===== src/rtl/sched_pkg.sv =====
// rtl/sched_pkg.sv - shared types and default depths for the dispatch scheduler
//
// Holds the decoded micro-op layout, the FU type encodings and the default
// reservation-station / ROB depths used as parameter defaults by the top.
package sched_pkg;

    localparam int ALU_RS_DEPTH_DEF = 8;
    localparam int BR_RS_DEPTH_DEF  = 4;
    localparam int LSU_RS_DEPTH_DEF = 8;
    localparam int ROB_DEPTH_DEF    = 16;

    typedef enum logic [1:0] {
        FU_ALU = 2'b00,
        FU_BR  = 2'b01,
        FU_LSU = 2'b10,
        FU_ILL = 2'b11
    } fu_type_e;

    typedef struct packed {
        logic [8:0]  pc;
        logic [4:0]  rs1;
        logic [4:0]  rs2;
        logic [4:0]  rd;
        logic [31:0] imm;
        logic [3:0]  alu_op;
        fu_type_e    fu_type;
        logic        alu_src;
        logic        branch;
        logic        mem_read;
        logic        mem_write;
        logic        reg_write;
    } uop_t;

endpackage


===== src/rtl/credit_counter.sv =====
// rtl/credit_counter.sv - saturating free-slot credit counter
//
// Ports:
//   clk, rst_n  clock, asynchronous active-low reset (count resets to DEPTH)
//   consume     one credit taken this cycle (caller guarantees count != 0)
//   ret         one credit returned this cycle
//   reload      restore count to DEPTH, ignoring consume/ret
//   count       current free credits
//   nonzero     count != 0
//   overflow    pulse: a return arrived while already at DEPTH (dropped)
module credit_counter #(
    parameter int DEPTH = 8
) (
    input  logic                       clk,
    input  logic                       rst_n,
    input  logic                       consume,
    input  logic                       ret,
    input  logic                       reload,
    output logic [$clog2(DEPTH+1)-1:0] count,
    output logic                       nonzero,
    output logic                       overflow
);

    localparam int CNT_W = $clog2(DEPTH + 1);
    localparam logic [CNT_W-1:0] FULL = CNT_W'(DEPTH);

    logic [CNT_W-1:0] count_q, count_d;

    always_comb begin
        count_d  = count_q;
        overflow = 1'b0;
        if (reload) begin
            count_d = FULL;
        end else if (consume && !ret) begin
            count_d = count_q - 1'b1;
        end else if (ret && !consume) begin
            // A surplus return is a bookkeeping bug upstream; hold at full.
            if (count_q == FULL) begin
                overflow = 1'b1;
            end else begin
                count_d = count_q + 1'b1;
            end
        end
    end

    always_ff @(posedge clk or negedge rst_n) begin
        if (!rst_n) begin
            count_q <= FULL;
        end else begin
            count_q <= count_d;
        end
    end

    assign count   = count_q;
    assign nonzero = (count_q != '0);

endmodule


===== src/rtl/dispatch_scheduler.sv =====
// rtl/dispatch_scheduler.sv - one-entry micro-op dispatcher with RS/ROB credits
//
// Ports:
//   clk, rst_n                    clock, asynchronous active-low reset
//   flush                         synchronous pipeline flush, highest priority
//   in_valid/in_ready/in_uop      decoder handshake
//   alu_valid/br_valid/lsu_valid  dispatch strobes, one per RS group
//   out_uop/out_tag               held micro-op and its ROB tag
//   alu_free/br_free/lsu_free     RS entry released (one credit each)
//   rob_retire                    one ROB entry retired
//   illegal                       pulse: FU_ILL micro-op dropped
//   credit_err                    sticky: credit returned to a full counter
//   stall_cnt                     saturating count of held-but-blocked cycles
module dispatch_scheduler
    import sched_pkg::*;
#(
    parameter int ALU_RS_DEPTH = ALU_RS_DEPTH_DEF,
    parameter int BR_RS_DEPTH  = BR_RS_DEPTH_DEF,
    parameter int LSU_RS_DEPTH = LSU_RS_DEPTH_DEF,
    parameter int ROB_DEPTH    = ROB_DEPTH_DEF,
    localparam int TAG_W       = $clog2(ROB_DEPTH)
) (
    input  logic             clk,
    input  logic             rst_n,
    input  logic             flush,
    input  logic             in_valid,
    output logic             in_ready,
    input  uop_t             in_uop,
    output logic             alu_valid,
    output logic             br_valid,
    output logic             lsu_valid,
    output uop_t             out_uop,
    output logic [TAG_W-1:0] out_tag,
    input  logic             alu_free,
    input  logic             br_free,
    input  logic             lsu_free,
    input  logic             rob_retire,
    output logic             illegal,
    output logic             credit_err,
    output logic [15:0]      stall_cnt
);

    logic             hv_q, hv_d;
    uop_t             huop_q, huop_d;
    logic [TAG_W-1:0] tail_q, tail_d;
    logic             credit_err_q, credit_err_d;
    logic [15:0]      stall_cnt_q, stall_cnt_d;

    logic alu_nz, br_nz, lsu_nz, rob_nz;
    logic alu_ovf, br_ovf, lsu_ovf, rob_ovf;
    logic [$clog2(ALU_RS_DEPTH+1)-1:0] alu_cnt;
    logic [$clog2(BR_RS_DEPTH+1)-1:0]  br_cnt;
    logic [$clog2(LSU_RS_DEPTH+1)-1:0] lsu_cnt;
    logic [$clog2(ROB_DEPTH+1)-1:0]    rob_cnt;
    logic unused_cnt;

    fu_type_e fu;
    logic     tgt_nz;
    logic     fire;

    assign fu = huop_q.fu_type;
    assign unused_cnt = ^{alu_cnt, br_cnt, lsu_cnt, rob_cnt};

    always_comb begin
        tgt_nz = 1'b0;
        case (fu)
            FU_ALU:  tgt_nz = alu_nz;
            FU_BR:   tgt_nz = br_nz;
            FU_LSU:  tgt_nz = lsu_nz;
            default: tgt_nz = 1'b0;
        endcase
    end

    assign fire      = hv_q && !flush && tgt_nz && rob_nz && (fu != FU_ILL);
    assign alu_valid = fire && (fu == FU_ALU);
    assign br_valid  = fire && (fu == FU_BR);
    assign lsu_valid = fire && (fu == FU_LSU);
    assign illegal   = hv_q && !flush && (fu == FU_ILL);
    // A dropped illegal op frees the slot this cycle just like a dispatch.
    assign in_ready  = !flush && (!hv_q || fire || illegal);

    assign out_uop    = huop_q;
    assign out_tag    = tail_q;
    assign credit_err = credit_err_q;
    assign stall_cnt  = stall_cnt_q;

    always_comb begin
        hv_d         = hv_q;
        huop_d       = huop_q;
        tail_d       = tail_q;
        credit_err_d = credit_err_q | alu_ovf | br_ovf | lsu_ovf | rob_ovf;
        stall_cnt_d  = stall_cnt_q;
        if (flush) begin
            hv_d   = 1'b0;
            tail_d = '0;
        end else begin
            if (fire || illegal) begin
                hv_d = 1'b0;
            end
            if (in_valid && in_ready) begin
                hv_d   = 1'b1;
                huop_d = in_uop;
            end
            if (fire) begin
                tail_d = tail_q + 1'b1;
            end
        end
        if (hv_q && !fire && !flush && (fu != FU_ILL) && (stall_cnt_q != 16'hFFFF)) begin
            stall_cnt_d = stall_cnt_q + 16'd1;
        end
    end

    always_ff @(posedge clk or negedge rst_n) begin
        if (!rst_n) begin
            hv_q         <= 1'b0;
            huop_q       <= '0;
            tail_q       <= '0;
            credit_err_q <= 1'b0;
            stall_cnt_q  <= '0;
        end else begin
            hv_q         <= hv_d;
            huop_q       <= huop_d;
            tail_q       <= tail_d;
            credit_err_q <= credit_err_d;
            stall_cnt_q  <= stall_cnt_d;
        end
    end

    credit_counter #(.DEPTH(ALU_RS_DEPTH)) u_alu_cred (
        .clk(clk), .rst_n(rst_n), .consume(alu_valid), .ret(alu_free), .reload(flush),
        .count(alu_cnt), .nonzero(alu_nz), .overflow(alu_ovf)
    );

    credit_counter #(.DEPTH(BR_RS_DEPTH)) u_br_cred (
        .clk(clk), .rst_n(rst_n), .consume(br_valid), .ret(br_free), .reload(flush),
        .count(br_cnt), .nonzero(br_nz), .overflow(br_ovf)
    );

    credit_counter #(.DEPTH(LSU_RS_DEPTH)) u_lsu_cred (
        .clk(clk), .rst_n(rst_n), .consume(lsu_valid), .ret(lsu_free), .reload(flush),
        .count(lsu_cnt), .nonzero(lsu_nz), .overflow(lsu_ovf)
    );

    credit_counter #(.DEPTH(ROB_DEPTH)) u_rob_cred (
        .clk(clk), .rst_n(rst_n), .consume(fire), .ret(rob_retire), .reload(flush),
        .count(rob_cnt), .nonzero(rob_nz), .overflow(rob_ovf)
    );

endmodule


===== config.mk =====
export PLATFORM = sky130hd
export DESIGN_NAME = dispatch_scheduler
export DESIGN_NICKNAME = d
export VERILOG_FILES = /design/src/rtl/sched_pkg.sv /design/src/rtl/credit_counter.sv /design/src/rtl/dispatch_scheduler.sv
export SDC_FILE = /design/constraint.sdc
export NUM_CORES = 1
export LEC_CHECK = 0
export CORE_MARGIN = 2
export CORE_UTILIZATION = 40
export CTS_CLUSTER_DIAMETER = 100
export DETAILED_ROUTE_END_ITERATION = 16
export GPL_TIMING_DRIVEN = 0
export PLACE_DENSITY_LB_ADDON = 0.3
export SLEW_MARGIN = 20
export SYNTH_ARGS = -nofsm -noshare
export SYNTH_HDL_FRONTEND = slang
export SYNTH_SLANG_ARGS = --single-unit

===== constraint.sdc =====
create_clock -name clk -period 3.9 [get_ports clk]
set_input_delay 1.17 -clock clk [delete_from_list [all_inputs] [get_ports clk]]
set_output_delay 1.17 -clock clk [all_outputs]
set_load 0.01 [all_outputs]

# Word-level counts from Yosys, hierarchy flattened
# Index checks and enable logic that the tools add are counted.
# totals
regBits	105
word_cells	137
out_inout_bits	93
input_bits	75
# op_classes
bitwise_logic	5
n_reduce_logical	51
n_addsub	10
muxes	38
n_eq_ne	13
# ops
operator	n
4-bit 2-to-1 mux	10
1-bit logical AND	22
5-bit 2-to-1 mux	4
1-bit 2-to-1 mux	19
3-bit nonzero test	6
16-bit by 1-bit adder with 16-bit output, second input constant	1
16-bit inequality test, second input constant	1
4-bit by 1-bit adder with 4-bit output, second input constant	3
3-bit 2-to-1 mux	4
3-bit by 2-bit inequality test with 1-bit output, second input constant	4
1-bit zero test	10
2-bit AND reduction	5
4-bit == test, second input constant	2
4-bit nonzero test	2
4-bit by 1-bit subtractor with 4-bit output, second input constant	2
5-bit by 1-bit adder with 5-bit output, second input constant	1
5-bit == test, second input constant	1
5-bit nonzero test	1
5-bit by 1-bit subtractor with 5-bit output, second input constant	1
2-bit == test, second input constant	2
1-bit bitwise OR	4
3-bit by 1-bit adder with 3-bit output, second input constant	1
3-bit == test, second input constant	1
1-bit logical OR	3
other kinds (7)	7

# Logic depth before layout (Yosys ltp)
# Gate-level depths: netlist of run 1.
# depth
depth_word	15
depth_mapped	13
mapped_depth_nobuf	12

# By module
# From an unflattened synthesis of run 1, not the netlist that was laid out.
# unflattened
cells_unflattened	414
area_unflattened_um2	5097.4
# by_module_without_submodules
mod	seq_area_each_um2	n_inst	cells_per_inst	area_per_inst_um2
dispatch_scheduler	2227.1	1	262	3739.8
credit_counter at u_alu_cred ...	101.3	2	39	339.1
credit_counter at u_rob_cred	126.4	1	46	430.4
credit_counter at u_br_cred	76.3	1	28	249.0

# Worst setup path before layout of run 1
# Ideal clock, no wire load.
# synth_path
path_kind	input port to output port
from	in flush
to	out br_valid
n_path_buf	1
arrival_ns	2.309
required_time_ns	2.730
slack_ns	0.421
cell_stages	5
cell_sequence	nand2b_1 -> or3b_2 -> a211o_1 -> clkbuf_1 -> inv_1
# synth_via
elab_chain_len	6
# synth_lines
item	line_no	rtl
start, declared	dispatch_scheduler.sv:25	input logic flush,
1-bit zero test	dispatch_scheduler.sv:74	assign fire = hv_q && !flush && tgt_nz && rob_nz && (fu != FU_ILL);
1-bit logical AND (4 in a row)	dispatch_scheduler.sv:74	
1-bit logical AND	dispatch_scheduler.sv:76	assign br_valid = fire && (fu == FU_BR);
end, declared	dispatch_scheduler.sv:30	output logic br_valid,
# No other way between the ends.

# Final worst setup path of run 1
# Ends and elaborated chain as after synthesis.

==> results of run 1 <==
==> stage by stage <==
stage,cells,setup WS [ns],area [sq um],util [%],setup TNS [ns]
finish,750,0.154,7200,59.7,0
CTS,750,0.0702,7200,59.7,0
global route,750,0.0896,7200,59.7,0
floorplan,398,0.421,4980,-,0
detailed placement,733,-0.638,6880,57.0,-1.62
global placement,732,-2.33,6850,56.8,-239.91
==> layer usage <==
layer	share of wire [%]	wire [um]
met4	2.4	297
met1	41	5190
met3	5.7	711
met5	0	0
met2	51	6360
==> cells in the final DEF (no fill, tap or decap), types with 6 or more instances in the layout <==
| cell type | synthesis | routed |
|---|---|---|
| sky130_fd_sc_hd__clkdlybuf4s50_1 | 0 | 163 |
| sky130_fd_sc_hd__dfrtp_1 | 101 | 101 |
| sky130_fd_sc_hd__mux2_2 | 47 | 47 |
| sky130_fd_sc_hd__nor2_1 | 32 | 32 |
| sky130_fd_sc_hd__nand2_1 | 24 | 24 |
| sky130_fd_sc_hd__mux2_4 | 19 | 19 |
| sky130_fd_sc_hd__xnor2_1 | 17 | 17 |
| sky130_fd_sc_hd__inv_1 | 11 | 11 |
| sky130_fd_sc_hd__nand3_1 | 10 | 10 |
| sky130_fd_sc_hd__xor2_1 | 10 | 10 |
| sky130_fd_sc_hd__a21oi_1 | 9 | 9 |
| sky130_fd_sc_hd__ha_1 | 9 | 9 |
| sky130_fd_sc_hd__clkbuf_16 | 0 | 9 |
| sky130_fd_sc_hd__o21ai_0 | 8 | 8 |
| sky130_fd_sc_hd__mux2i_1 | 7 | 7 |
| sky130_fd_sc_hd__clkbuf_1 | 6 | 6 |
| sky130_fd_sc_hd__nor3_1 | 6 | 6 |
==> where the power goes <==
group / leakage (nW) / total (W) / internal, W / switching (W)
clock network: 0.135 / 0.000877 / 0.000469 / 0.000408
logic: 1.68 / 0.000956 / 0.000569 / 0.000387
registers: 1.29 / 0.00138 / 0.00126 / 0.000115
==> worst max-delay path, stage by stage <==
cell,delay (ns)
sky130_fd_sc_hd__dlygate4sd2_1,0.26
sky130_fd_sc_hd__nand2b_4,0.17
sky130_fd_sc_hd__or3b_4,0.39
sky130_fd_sc_hd__a211o_4,0.32
sky130_fd_sc_hd__inv_1,0.05
sky130_fd_sc_hd__clkdlybuf4s15_2,0.21
==> path summary, 6_finish.rpt <==
| check | endpoint | slack (ns) |
|---|---|---|
| max | br_valid | 0.15 |
| min | out_uop[13] | 0.49 |
| max reg2reg | u_lsu_cred.count[3] | 0.64 |
| min reg2reg | out_uop[13] | 0.49 |
| max in group asynchronous | out_uop[29] | 2.55 |
| min in group asynchronous | stall_cnt[8] | 0.70 |
==> state kept, by name, indices dropped and copies added, names as in the netlist <==
name,flops
fu,2
out_uop,65
u_alu_cred.count,4
hv_q,1
stall_cnt,16
u_rob_cred.count,5
credit_err,1
out_tag,4
u_br_cred.count,3
u_lsu_cred.count,4
==> kinds of logic after synthesis <==
family	after synthesis
and+or+nand+nor	105
DFF	105
muxes	76
AOI/OAI and AO/OA	46
xor gates and xnor gates	27
buffers and inverters	26
adders and majority gates	13
==> layout make-up <==
class | instances | area (sq um)
Tap cell | 168 | 210
Timing Repair Buffer | 170 | 1710
Sequential cell | 105 | 2630
Clock buffer | 12 | 256
Buffer | 13 | 77.6
Multi-Input combinational cell | 267 | 2240
Inverter | 12 | 45.0
Fill cell | 975 | 4860
Clock inverter | 3 | 25.0
==> repair_timing <==
action | CTS | global route
setup endpoints to repair | 3 | 1
endpoints found under the hold margin | 0 | 0
setup buffers | 3 | 0
pin swaps | 2 | 0
resized for setup | 7 | 1
==> summary.txt, run 1 <==
STA
  – Number of setup violations in the final report: 0
  – RSZ-0062 raised after global routing: no
  – Period Utilization, post-route: 96.1%
  – Min Hold Slack: 0.490 ns
  – Slew Limit Headroom: 55.1%
  – Final worst path period need: 3.75 ns
  – Highest clock rate: 267 MHz
  – Number of pins exceeding their max-slew limit in the final report: 0
  – Worst clock skew on the final layout: 0.00658 ns
  – Worst Tran Pin Value: 0.667 ns
  – Count of final hold-check violations: 0

CTS
  – CTS sink count: 105
  – CTS buffer count: 9
  – CTS max path bufs: 2
  – Root buf cell: sky130_fd_sc_hd__clkbuf_16
  – Clock-pin slew on the worst setup and hold paths: 0.07 ns
  – Hold_buf cts: 0
  – CTS tree: done
  – Clock network latency to the later pin of the worst-skew pair: 0.35 ns
  – Number of levels the H-tree was split into: 3

Synthesis
  – Share of synthesized cell area in and, or, nand and nor gates: 10.9%
  – Post-synth cell types: 56
  – Share of synthesized cell area in full adder, half adder and majority cells: 3.87%
  – Dominant register cell in the synthesized netlist: sky130_fd_sc_hd__dfrtp_1
  – Part of the Yosys area used for sequential elements: 52.9%
  – Post-synthesis register bit count: 105
  – Yosys warning total: 0
  – Net count of the mapped netlist: 486
  – Multiplexer share of the synthesized area: 18.4%
  – Number of flops mapped to enable cells by yosys: 0
  – Post-Synthesis Mean Instance Area: 12.5 sq um
  – Synth async-reset ratio: 100%
  – Top-area cell type share of the netlist area: 50.8%
  – Compound-Gate Fraction of Synth Area: 6.66%
  – Post-synthesis cell type with the largest combined area: sky130_fd_sc_hd__dfrtp_1
  – Most frequent cells after synthesis: sky130_fd_sc_hd__dfrtp_1 (101), sky130_fd_sc_hd__mux2_2 (47), sky130_fd_sc_hd__nor2_1 (32), sky130_fd_sc_hd__nand2_1 (24), sky130_fd_sc_hd__mux2_4 (19)
  – Combined area of all synthesized cells: 4980 sq um
  – Parity-gate share of the synthesized area counting xor and xnor cells: 4.75%
  – Number of standard cells after synthesis: 398
  – Most frequently used cell type in the post-synthesis netlist: sky130_fd_sc_hd__dfrtp_1
  – Main combinational cell family by area after synthesis: multiplexers
  – Cells taking the most area after synthesis: sky130_fd_sc_hd__dfrtp_1 (51%), sky130_fd_sc_hd__mux2_2 (11%), sky130_fd_sc_hd__mux2_4 (5.7%)

Power and ir drop
  – Static Leak: 3.10 nW
  – Pwr/cell area: 446 nW/um^2
  – Max IR drop VDD: 0.187 mV
  – Power, Total: 0.00321 W

Die
  – Initial core utilization: 41.3%
  – Die X-Extent: 116 um
  – Die Outline Area: 13,400 sq um
  – Number of top-level pins: 168
  – Floorplan Core Area: 12,100 sq um
  – Placement Rows: 40
  – Die extent in y: 116 um

Setup path
  – Crit path launch type: input pin
  – Worst Reg-to-Reg Cells: 12
  – Source of the critical timing path: flush
  – Data arrival time at the worst-slack endpoint: 2.58 ns
  – Critical path endpoint category: output pin
  – R2R Path Start: fu[1]
  – Maximum fanout along the worst path: 5
  – Critical Path RT: 2.73 ns
  – Start-to-end type of the worst setup path: input pin to output pin

Flow run
  – Max capacitance violation total: 0

Drt
  – Detailed Route WL: 12,600 um
  – Drt initial violations: 155
  – WL/cell: 16.7 um
  – Final ANT Viol Nets: 0
  – Post-DR vias/cell: 5.04
  – Remaining routing DRC violations: 0
  – First-pass DRT Iterations: 4
  – Number of vias in the routed layout: 3,782

GRT
  – Global-route total usage across every layer: 19.1%
  – Maximum number of pins on one net before global-route repair: 76
  – Initial antenna violation count: 0
  – Met1 usage: 23.7%
  – Met3 demand-to-capacity share in global routing: 3.24%
  – Most utilized layer in the global route result: met2
  – Global-route wire length before repair: 19,700 um
  – Grt total ovfl: 0
  – Vias in the first global route: 3,771
  – GRT met2 Usage: 32.6%

Finish
  – Layout overhead on the synthesized area: 44.6%
  – Inserted Diodes: 0
  – Ratio of cells with drive above 1 in the final layout: 19.1%
  – Total Nets Final: 666

Min path
  – Hold path startpoint: out_uop[13]
  – Number of stages on the worst hold path: 1
  – Hold Crit Class: flop to flop

Status
  – Run status: finished, final reports clean

Place
  – Routability cong.: 0.766
  – HPWL after detailed placement: 9420 um
  – Buffers on Ports: 166
No activity file was read; power rests on OpenSTA's default activity.
==> run 2: changes to the inputs <==
- clock period: 3.9 -> 3.65 ns (I/O delays scaled with it)
==> summary.txt, run 2 (synthesized netlist as in run 1, its figures left out) <==
Drt
  – First-pass DRT Iterations: 4
  – Detailed Route WL: 12,500 um
  – Remaining routing DRC violations: 0
  – Routed met2 length: 6350 um
  – Drt initial violations: 173
  – WL/cell: 16.8 um
  – Total met3 wirelength after detailed routing: 720 um
  – Post-DR vias/cell: 5.03
  – Wire length on met1: 5180 um
  – Final ANT Viol Nets: 0
  – Max Used Layer: met4
  – Number of vias in the routed layout: 3,769

Place
  – HPWL after detailed placement: 9420 um
  – Routability cong.: 0.766
  – Total instance count after detailed placement: 733
  – Buffers on Ports: 166
  – Cell area after placement: 6880 sq um
  – Setup slack at placement: -0.738 ns

Setup path
  – Data arrival time at the worst-slack endpoint: 2.47 ns
  – Largest stage delay, worst path: 0.52 ns
  – Maximum fanout along the worst path: 6
  – Buf/Inv on CP: 1
  – Critical Path RT: 2.55 ns
  – Category of cells accounting for the largest share of critical-path delay: compound AO/OA/AOI/OAI gates
  – Start-to-end type of the worst setup path: flop to output pin
  – Critical path endpoint category: output pin
  – Crit path launch type: flop
  – Critical-path cell with the highest stage delay: sky130_fd_sc_hd__nor3_1
  – Crit-path cells: nor3_1 -> a211oi_2 -> o21ai_4 -> a31oi_1 -> clkdlybuf4s50_1

Power and ir drop
  – Pwr/cell area: 477 nW/um^2
  – Static Leak: 3.10 nW
  – Max IR drop VDD: 0.200 mV

Die
  – Die extent in y: 116 um
  – Die Outline Area: 13,400 sq um
  – Die X-Extent: 116 um
  – Floorplan Core Area: 12,100 sq um
  – Number of top-level pins: 168
  – Initial core utilization: 41.3%
  – Placement Rows: 40

CTS
  – CTS tree: done
  – CTS max path bufs: 2
  – CTS sink count: 105
  – Clock network latency to the later pin of the worst-skew pair: 0.35 ns
  – Root buf cell: sky130_fd_sc_hd__clkbuf_16
  – Number of levels the H-tree was split into: 3
  – Hold_buf cts: 0
  – CTS buffer count: 9
  – Clock-pin slew on the worst setup and hold paths: 0.07 ns

STA
  – Highest clock rate: 281 MHz
  – Number of setup violations in the final report: 0
  – Crit path setup slack, layout: 0.0858 ns
  – Period Utilization, post-route: 97.6%
  – Final worst path period need: 3.56 ns
  – Worst clock skew on the final layout: 0.00470 ns
  – Slew Limit Headroom: 56.3%
  – Number of pins exceeding their max-slew limit in the final report: 0
  – Count of final hold-check violations: 0
  – Setup_tns: 0 ns
  – Worst Tran Pin Value: 0.649 ns
  – RSZ-0062 raised after global routing: no

GRT
  – Maximum number of pins on one net before global-route repair: 76
  – Grt total ovfl: 0
  – Initial antenna violation count: 0
  – Global-route wire length before repair: 19,700 um
  – Global-route total usage across every layer: 19.2%
  – Vias in the first global route: 3,775

Min path
  – Hold Crit Class: flop to flop

Finish
  – Final non-filler cell total: 749
  – Total Nets Final: 665
  – Layout overhead on the synthesized area: 44.4%
  – Ratio of cells with drive above 1 in the final layout: 19.1%
  – Design Area, Final: 7190 sq um
  – Filler cells: 978
  – Most common cell after layout, fill and taps aside: sky130_fd_sc_hd__clkdlybuf4s50_1
  – Most frequent cells in the layout: sky130_fd_sc_hd__clkdlybuf4s50_1 (163), sky130_fd_sc_hd__dfrtp_1 (101), sky130_fd_sc_hd__mux2_2 (47)
  – Inserted Diodes: 0
  – Largest register FFs: 65

Flow run
  – Max capacitance violation total: 0

Status
  – Run status: finished, final reports clean
run 2: cell types whose count changed in the layout (fill, tap and decap cells not counted):
| cell | change |
|---|---|
| sky130_fd_sc_hd__clkbuf_1 | -1 |
| sky130_fd_sc_hd__clkdlybuf4s15_2 | -1 |
| sky130_fd_sc_hd__buf_2 | +1 |
run 2: final cells by class:
type	instances	area [sq um]	share of cell area, %
Multi-Input combinational cell	267	2240	31.2
Timing Repair Buffer	170	1710	23.7
Inverter	12	45.0	0.627
Buffer	12	73.8	1.03
Clock buffer	12	256	3.57
Clock inverter	3	25.0	0.348
Tap cell	168	210	2.92
Sequential cell	105	2630	36.6
run 2: repair_timing:
item                                    in CTS  in global routing
setup buffers                                3                  0
pin swaps                                    2                  0
endpoints found under the setup margin       5                  3
resized for setup                            8                  1
hold endpoints to repair                     0                  0
run 2: power by group:
group / switching, W / internal (W)
Sequential: 0.000129 / 0.00135
Combinational: 0.000407 / 0.000606
Clock: 0.000438 / 0.000501
Total: 0.000974 / 0.00245
run 2: per-layer routing:
layer  global-route usage (%)  vias to the layer above
li1                         -                     1772
met4                     9.16                        0
met3                     3.24                       16
met1                     23.8                     1862
met2                     32.6                      119
met5                        0                        -
run 2: path summary, 6_finish.rpt:
check	startpoint	endpoint	slack [ns]	depth (start not counted)
worst min-delay path	out_uop[13]	out_uop[13]	0.49	1
worst max register to register	u_alu_cred.count[1]	u_rob_cred.count[4]	0.49	10
worst max-delay path	u_alu_cred.count[1]	in_ready	0.09	5
worst min register to register	out_uop[13]	out_uop[13]	0.49	1
max in group asynchronous	rst_n	out_uop[29]	2.37	2
min in group asynchronous	rst_n	stall_cnt[8]	0.62	1
run 2: through the flow:
stage          total power [W]  hold WS [ns]  util (%)
6_report               0.00343         0.490      59.6
5_1_grt                0.00361         0.515      59.6
4_1_cts                0.00347         0.490      59.7
3_5_place_dp           0.00252         0.474      57.0
3_3_place_gp           0.00248         0.468      56.8
2_1_floorplan          0.00195         0.511         -
==> run 3: changes to the inputs <==
- HOLD_SLACK_MARGIN: not set -> 0.05
- SETUP_SLACK_MARGIN: not set -> 0.05
==> summary.txt, run 3 (synthesized netlist as in run 1, its figures left out) <==
Status
  – Run status: finished, final reports clean

Finish
  – Design Area, Final: 7210 sq um
  – Total Nets Final: 666
  – Inserted Diodes: 0
  – Ratio of cells with drive above 1 in the final layout: 19.9%
  – Largest register FFs: 65
  – Layout overhead on the synthesized area: 44.7%
  – Most common cell after layout, fill and taps aside: sky130_fd_sc_hd__clkdlybuf4s50_1
  – Utilization after layout: 59.7%
  – Most frequent cells in the layout: sky130_fd_sc_hd__clkdlybuf4s50_1 (163), sky130_fd_sc_hd__dfrtp_1 (100), sky130_fd_sc_hd__mux2_2 (47)

Flow run
  – Max capacitance violation total: 0

STA
  – Period Utilization, post-route: 95.9%
  – Final worst path period need: 3.50 ns
  – Slew Limit Headroom: 55.7%
  – Worst Tran Pin Value: 0.659 ns
  – Highest clock rate: 286 MHz
  – Worst clock skew on the final layout: 0.00460 ns
  – Number of pins exceeding their max-slew limit in the final report: 0
  – Number of setup violations in the final report: 0
  – Min Hold Slack: 0.489 ns
  – RSZ-0062 raised after global routing: no
  – Count of final hold-check violations: 0

Die
  – Initial core utilization: 41.3%
  – Die extent in y: 116 um
  – Placement Rows: 40
  – Floorplan Core Area: 12,100 sq um
  – Number of top-level pins: 168
  – Die Outline Area: 13,400 sq um
  – Die X-Extent: 116 um

GRT
  – Initial antenna violation count: 0
  – Global-route wire length before repair: 19,700 um
  – Vias in the first global route: 3,775
  – Global-route total usage across every layer: 19.2%
  – Grt total ovfl: 0
  – Maximum number of pins on one net before global-route repair: 76

Setup path
  – Largest stage delay, worst path: 0.62 ns
  – Category of cells accounting for the largest share of critical-path delay: compound AO/OA/AOI/OAI gates
  – Critical-path cell with the highest stage delay: sky130_fd_sc_hd__clkdlybuf4s50_1
  – Internal reg-to-reg setup slack: 0.59 ns
  – Crit-path cells: nor2_1 -> a211oi_2 -> o21ai_4 -> a31oi_1 -> clkdlybuf4s50_1
  – Crit path launch type: flop
  – Critical path endpoint category: output pin
  – Buf/Inv on CP: 1
  – Data arrival time at the worst-slack endpoint: 2.41 ns
  – Maximum fanout along the worst path: 6
  – Start-to-end type of the worst setup path: flop to output pin
  – Critical Path RT: 2.55 ns

Power and ir drop
  – Static Leak: 3.11 nW
  – Power, Total: 0.00343 W
  – Pwr/cell area: 476 nW/um^2
  – Max IR drop VDD: 0.200 mV

Drt
  – Final ANT Viol Nets: 0
  – Remaining routing DRC violations: 0
  – Number of vias in the routed layout: 3,759
  – Detailed Route WL: 12,500 um
  – WL/cell: 16.7 um
  – Post-DR vias/cell: 5.01
  – First-pass DRT Iterations: 4
  – Drt initial violations: 191

Place
  – HPWL after detailed placement: 9420 um
  – Cell area after placement: 6880 sq um
  – Buffers on Ports: 166
  – Routability cong.: 0.766

CTS
  – CTS max path bufs: 2
  – CTS buffer count: 9
  – Clock-pin slew on the worst setup and hold paths: 0.07 ns
  – Root buf cell: sky130_fd_sc_hd__clkbuf_16
  – Clock network latency to the later pin of the worst-skew pair: 0.35 ns
  – Number of levels the H-tree was split into: 3
  – CTS tree: done
  – CTS sink count: 105

Min path
  – Hold Crit Class: flop to flop
## run 3: what timing repair did
action | in CTS | in global routing
resized for setup | 9 | 5
hold buffers | 0 | 0
setup buffers | 3 | 0
endpoints found under the setup margin | 6 | 4
hold endpoints to repair | 0 | 0
pin swaps | 2 | 0
## run 3: per-layer routing
metal	wire, um	up-vias	track usage (%)
met5	0	-	0
met2	6380	116	32.6
met4	298	0	9.16
li1	-	1770	-
met1	5110	1857	23.8
met3	740	16	3.24
## run 3: per-stage QoR
stage                     setup slack [ns]  setup TNS (ns)  std cells
after floorplan                      0.258               0        398
after global placement               -2.50         -259.19        732
after detailed placement            -0.738           -2.59        733
after CTS                           0.0631               0        750
after global routing                0.0731               0        750
final                                0.150               0        750
## run 3: path summary, 6_finish.rpt
path | from | end | cells past startpoint
max | u_alu_cred.count[3] | in_ready | 5
min | out_uop[13] | out_uop[13] | 1
max reg2reg | u_lsu_cred.count[0] | u_rob_cred.count[4] | 10
min reg2reg | out_uop[13] | out_uop[13] | 1
max in group asynchronous | rst_n | out_uop[29] | 2
min in group asynchronous | rst_n | stall_cnt[8] | 1
## run 3: layout make-up
type	instances	area [sq um]
clock buffers	12	256
inverters	12	45.0
well taps	168	210
plain buffers	13	78.8
multi-input cells	267	2250
repair buffers	170	1710
flip-flops and latches	105	2630
fillers	974	4860
clock inverters	3	25.0
## run 3: power breakdown
part / leakage (nW) / switching [W] / internal (W)
logic: 1.68 / 0.000413 / 0.000608
clock network: 0.135 / 0.000436 / 0.000501
registers: 1.29 / 0.000123 / 0.00135
total: 3.11 / 0.000972 / 0.00246
